===== config.mk =====
export PLATFORM = sky130hd
export DESIGN_NAME = baud_tick_gen_16x
export DESIGN_NICKNAME = d
export VERILOG_FILES = /design/src/rtl/baud_tick_gen_16x.sv
export SDC_FILE = /design/constraint.sdc
export NUM_CORES = 1
export LEC_CHECK = 0
export CAP_MARGIN = 20
export CORE_MARGIN = 5
export CORE_UTILIZATION = 31
export CTS_BUF_LIST = sky130_fd_sc_hd__clkbuf_16
export CTS_CLUSTER_DIAMETER = 150
export DETAILED_ROUTE_END_ITERATION = 10
export DONT_BUFFER_PORTS = 1
export PLACE_DENSITY = 0.51
export SLEW_MARGIN = 20
export SYNTH_ARGS = -nofsm -noshare
export SYNTH_HDL_FRONTEND = slang
export SYNTH_SLANG_ARGS = --single-unit

===== constraint.sdc =====
create_clock -name clk -period 3.7 [get_ports clk]
set_input_delay 0.37 -clock clk [delete_from_list [all_inputs] [get_ports clk]]
set_output_delay 0.37 -clock clk [all_outputs]
set_load 0.03 [all_outputs]

===== src/rtl/baud_tick_gen_16x.sv =====
// rtl/baud_tick_gen_16x.sv - programmable UART baud tick generator (16x and 1x strobes)
module baud_tick_gen_16x #(
  parameter int CNT_W      = 16,
  parameter int OVERSAMPLE = 16
) (
  input  logic             clk,
  input  logic             rst_n,
  input  logic [CNT_W-1:0] baud_div,
  output logic             baud_tick_16x,
  output logic             baud_tick_1x,
  output logic [CNT_W-1:0] count,
  output logic             count_clr
);

  localparam int SUB_W = $clog2(OVERSAMPLE);
  localparam logic [SUB_W-1:0] SUB_LAST = SUB_W'(OVERSAMPLE - 1);

  logic [SUB_W-1:0] sub_cnt;
  logic [CNT_W-1:0] div_m1;
  logic             term;

  // A divisor of 0 behaves as 1, so its terminal count is 0 as well.
  always_comb begin
    div_m1 = '0;
    if (baud_div != '0) begin
      div_m1 = baud_div - CNT_W'(1);
    end
  end

  // >= rather than == so a shrinking divisor wraps on the next edge.
  assign term          = (count >= div_m1) && !rst_n;
  assign baud_tick_16x = term;
  assign count_clr     = term;
  assign baud_tick_1x  = term && (sub_cnt == SUB_LAST);

  always_ff @(posedge clk) begin
    if (rst_n) begin
      count <= '0;
    end else if (term) begin
      count <= '0;
    end else begin
      count <= count + CNT_W'(1);
    end
  end

  // Power-of-two OVERSAMPLE lets the sub-counter wrap naturally.
  always_ff @(posedge clk) begin
    if (rst_n) begin
      sub_cnt <= '0;
    end else if (term) begin
      sub_cnt <= sub_cnt + SUB_W'(1);
    end
  end

endmodule


==> impl_summary.txt <==
----------------------------------------------------
[Status]
  Outcome ... finished clean

[Worst setup path]
  Number of cells on the worst reg-to-reg path ... 8
  Critical path launch point type ... primary input
  Critical path launch point ... baud_div[9]
  Slack of the worst reg-to-reg path ... 1.01 ns
  Start-to-end type of the worst setup path ... primary input to output port
  Crit path arrival time ... 3.27 ns
  Category of the worst setup path capture point ... output port
  RR Endpoint ... sub_cnt[2]
  Reg2Reg Launch Point ... count[0]
  Critical path capture point ... baud_tick_1x
  Critical Path RT ... 3.33 ns
  Critical path peak fanout ... 5

[Routing]
  Antenna Nets Post-Route ... 0
  DRC viols ... 0
  Number of DRC markers in iteration 0 ... 50
  Post-DR wirelength/cell ... 13.4 µm
  Highest metal layer with signal wires ... met3
  Wire length on met3 ... 318 µm
  Drt first pass iters ... 4
  WL final ... 3690 µm
  Met2 wirelength from detailed routing ... 1790 µm
  Vias post-DR ... 1,375
  Via density ... 5.00
  Routed metal-1 wirelength ... 1580 µm

[Yosys]
  Total of flip-flops plus latches after synthesis ... 20
  Count of distinct cell types in the synthesized netlist ... 38
  Post-synthesis cell count ... 196
  Post-Synthesis Mean Instance Area ... 8.11 µm²
  Simple-gate portion of the synthesized area ... 29.4%
  Post-synthesis share of cell area spent on full adders, half adders and majority gates ... 15.7%
  Post-synth EDFFs ... 0
  Syn nets ... 234
  Post-synthesis cell area ... 1590 µm²
  Share of the yosys chip area belonging to registers ... 25.2%
  Fraction of the mapped netlist area in compound gates ... 9.05%
  Fraction of synthesized area in multiplexers ... 2.05%
  Main combinational cell family by area after synthesis ... simple AND/OR/NAND/NOR gates
  Share of flip-flops with an asynchronous set or reset ... 0%
  Number of warnings reported in the yosys synthesis log ... 0
  XOR/XNOR share of the synthesized area ... 14.3%
  Top_reg_cell synth ... dfxtp_1

[Power]
  Switching share of power ... 23.2%
  Leakage dissipation ... 0.808 nW
  Max rail drop VDD ... 132 µV
  Power density over the cells ... 275 nW/µm²
  Fraction of power consumed by combinational cells ... 10.0%
  Reg power frac ... 45.8%
  Clock share of power ... 44.2%
  Pint ... 386 µW
  Overall Power ... 503 µW
  Switching pwr ... 117 µW

[Clock tree]
  H-Tree Level Count ... 1
  TritonCTS Sinks ... 20
  Latest clock arrival within the worst-skew pair ... 0.25 ns
  Buffer type at the clock tree root ... clkbuf_16
  Number of buffers added to fix hold violations after cts ... 0
  Clk pin slew, worst setup/hold paths ... 0.05 ns
  CTS Buf Count ... 3
  Clk buf depth ... 2
  Clock tree from TritonCTS ... built

[Timing]
  Share of the cycle needed by the critical path after routing ... 98.4%
  Final count of pins violating max slew ... 0
  # setup viols final ... 0
  Clock Skew ... 0.00188 ns
  Setup tns final ... 0 ns
  Worst hold slack after final layout ... 0.182 ns
  Relative slew slack ... 64.5%
  Maximum clock frequency ... 275 MHz
  Fin. Hold Viols ... 0
  Post-layout worst setup margin ... 0.0602 ns
  Setup repair after global routing missed its margin ... true
  Minimum clock period after layout ... 3.64 ns
  Transition at the pin with the smallest max-transition slack ... 0.531 ns

[Placement]
  Inst Count DP ... 269
  DPL Wire Length ... 3070 µm
  GPL Wtd Cong ... 0.778
  Worst setup slack before clock tree synthesis ... -0.0182 ns
  Count of input and output buffers ... 0

[Hold path]
  Worst hold path class ... primary input to register
  Worst hold path stage count ... 1

[Global route]
  Antenna violations before repair ... 0
  Tot GR Track Use ... 11.4%
  Wire length of the first global-routing pass ... 5980 µm
  Vias in the first global route ... 1,237
  Overall overflow remaining after global route ... 0
  Largest net degree at the start of global routing ... 17

[Flow run]
  Max-cap viol count ... 0

[Floorplanning]
  Number of primary I/O pins ... 37
  Core Footprint ... 5040 µm²
  DIE WIDTH ... 81.6 µm
  Effective utilization at floorplan ... 31.5%
  Die span in y ... 81.6 µm
  DIE AREA ... 6660 µm²
  Count of standard-cell rows ... 26

[Final layout]
  Layout cell share with drive strength beyond 1 ... 13.2%
  Number of non-filler instances in the completed layout ... 275
  Antenna diode count ... 0
  Area growth, synth to finish ... 15.2%
  Final net count ... 244

----------------------------------------------------
## sequential cells by signal, summed over array words and instances (netlist names)
| name | cells |
|---|---|
| count | 16 |
| sub_cnt | 4 |
## metrics by stage
step | util, % | cell area [µm²]
floorplan | - | 1600
global placement | 34.2 | 1720
detailed placement | 34.2 | 1720
CTS | 35.9 | 1810
global route | 36.3 | 1830
finish | 36.3 | 1830
## placed cells by master (no fill, tap or decap), types with 2 or more instances in the layout
cell type	synthesis	routed
a2111o_1	2	2
a21o_1	2	2
a21oi_1	7	7
and3_1	2	2
and4_1	3	3
buf_4	1	10
clkbuf_16	0	3
dfxtp_1	20	20
ha_1	20	20
inv_1	7	7
mux2_2	2	2
nand2_1	21	21
nand2b_1	2	2
nand3_1	9	9
nand3b_1	2	2
nand4_1	6	6
nor2_1	28	26
nor2_2	1	3
nor2b_1	2	2
nor3_1	8	6
nor3_2	1	3
o21ai_0	4	4
or3_1	2	2
or4_4	2	2
xnor2_1	7	7
xor2_1	19	19
## cell usage after synthesis (3+ instances only)
cell type  number  area, µm²
dfxtp_1        20        400
o21ai_0         4       20.0
nor2_1         28        105
clkbuf_1        3       11.3
and4_1          3       26.3
nand2_1        21       78.8
xnor2_1         7       61.3
xor2_1         19        166
ha_1           20        250
nor3_1          8       40.0
a21oi_1         7       35.0
inv_1           7       26.3
nand3_1         9       45.0
nand4_1         6       37.5
## critical path, stage by stage
cell	delay, ns
or4_4	0.51
or3_4	0.37
or4_4	0.43
nor3_2	0.16
a21oi_1	0.06
ha_1	0.28
nand4_1	0.18
nor2_1	0.09
a2111o_1	0.43
nor2_2	0.16
nor3_2	0.06
buf_4	0.16
## power by group through the flow
| stage | Combinational (mW) | Clock [mW] | Sequential [mW] |
|---|---|---|---|
| 6_report | 0.0504 | 0.222 | 0.230 |
| 5_1_grt | 0.0586 | 0.243 | 0.231 |
| 4_1_cts | 0.0511 | 0.230 | 0.231 |
| 3_5_place_dp | 0.0505 | 0 | 0.236 |
| 3_3_place_gp | 0.0501 | 0 | 0.236 |
| 2_1_floorplan | 0.0435 | 0 | 0.233 |
## how the worst min path moves through the flow
stage / start / slack (ns) / end
floorplan: sub_cnt[1] / 0.46 / sub_cnt[1]
global placement: rst_n / 0.45 / sub_cnt[1]
global route: rst_n / 0.18 / sub_cnt[1]
CTS: rst_n / 0.18 / sub_cnt[1]
detailed placement: rst_n / 0.45 / sub_cnt[1]
finish: rst_n / 0.18 / sub_cnt[1]
## area by class of cell
class | instances | area (µm²)
Fill cell | 554 | 3210
Multi-Input combinational cell | 163 | 1140
Sequential cell | 20 | 400
Timing Repair Buffer | 11 | 95.1
Tap cell | 70 | 87.6
Clock buffer | 3 | 75.1
Inverter | 7 | 26.3
Clock inverter | 1 | 3.75
## logic make-up (layout without fill, tap and decap cells)
logic type | after synthesis | count (layout)
flip-flops | 20 | 20
multiplexers | 3 | 3
AO/OA/AOI/OAI | 21 | 21
adder cells (fa/ha/maj) | 20 | 20
buffers and inverters | 13 | 22
AND/OR/NAND/NOR | 93 | 93
XOR/XNOR | 26 | 26
## routing by layer
metal | track usage [%] | vias to the layer above
met5 | 0 | -
met4 | 1.50 | 0
met3 | 4.61 | 0
met2 | 19.8 | 29
met1 | 13.6 | 639
li1 | - | 707
## what timing repair did
action                                  4_1_cts  5_1_grt
setup buffers                                 0        2
pin swaps                                     0        4
resized for setup                             2        2
endpoints found under the setup margin        3        3
Power figures use the tool's default switching activity.
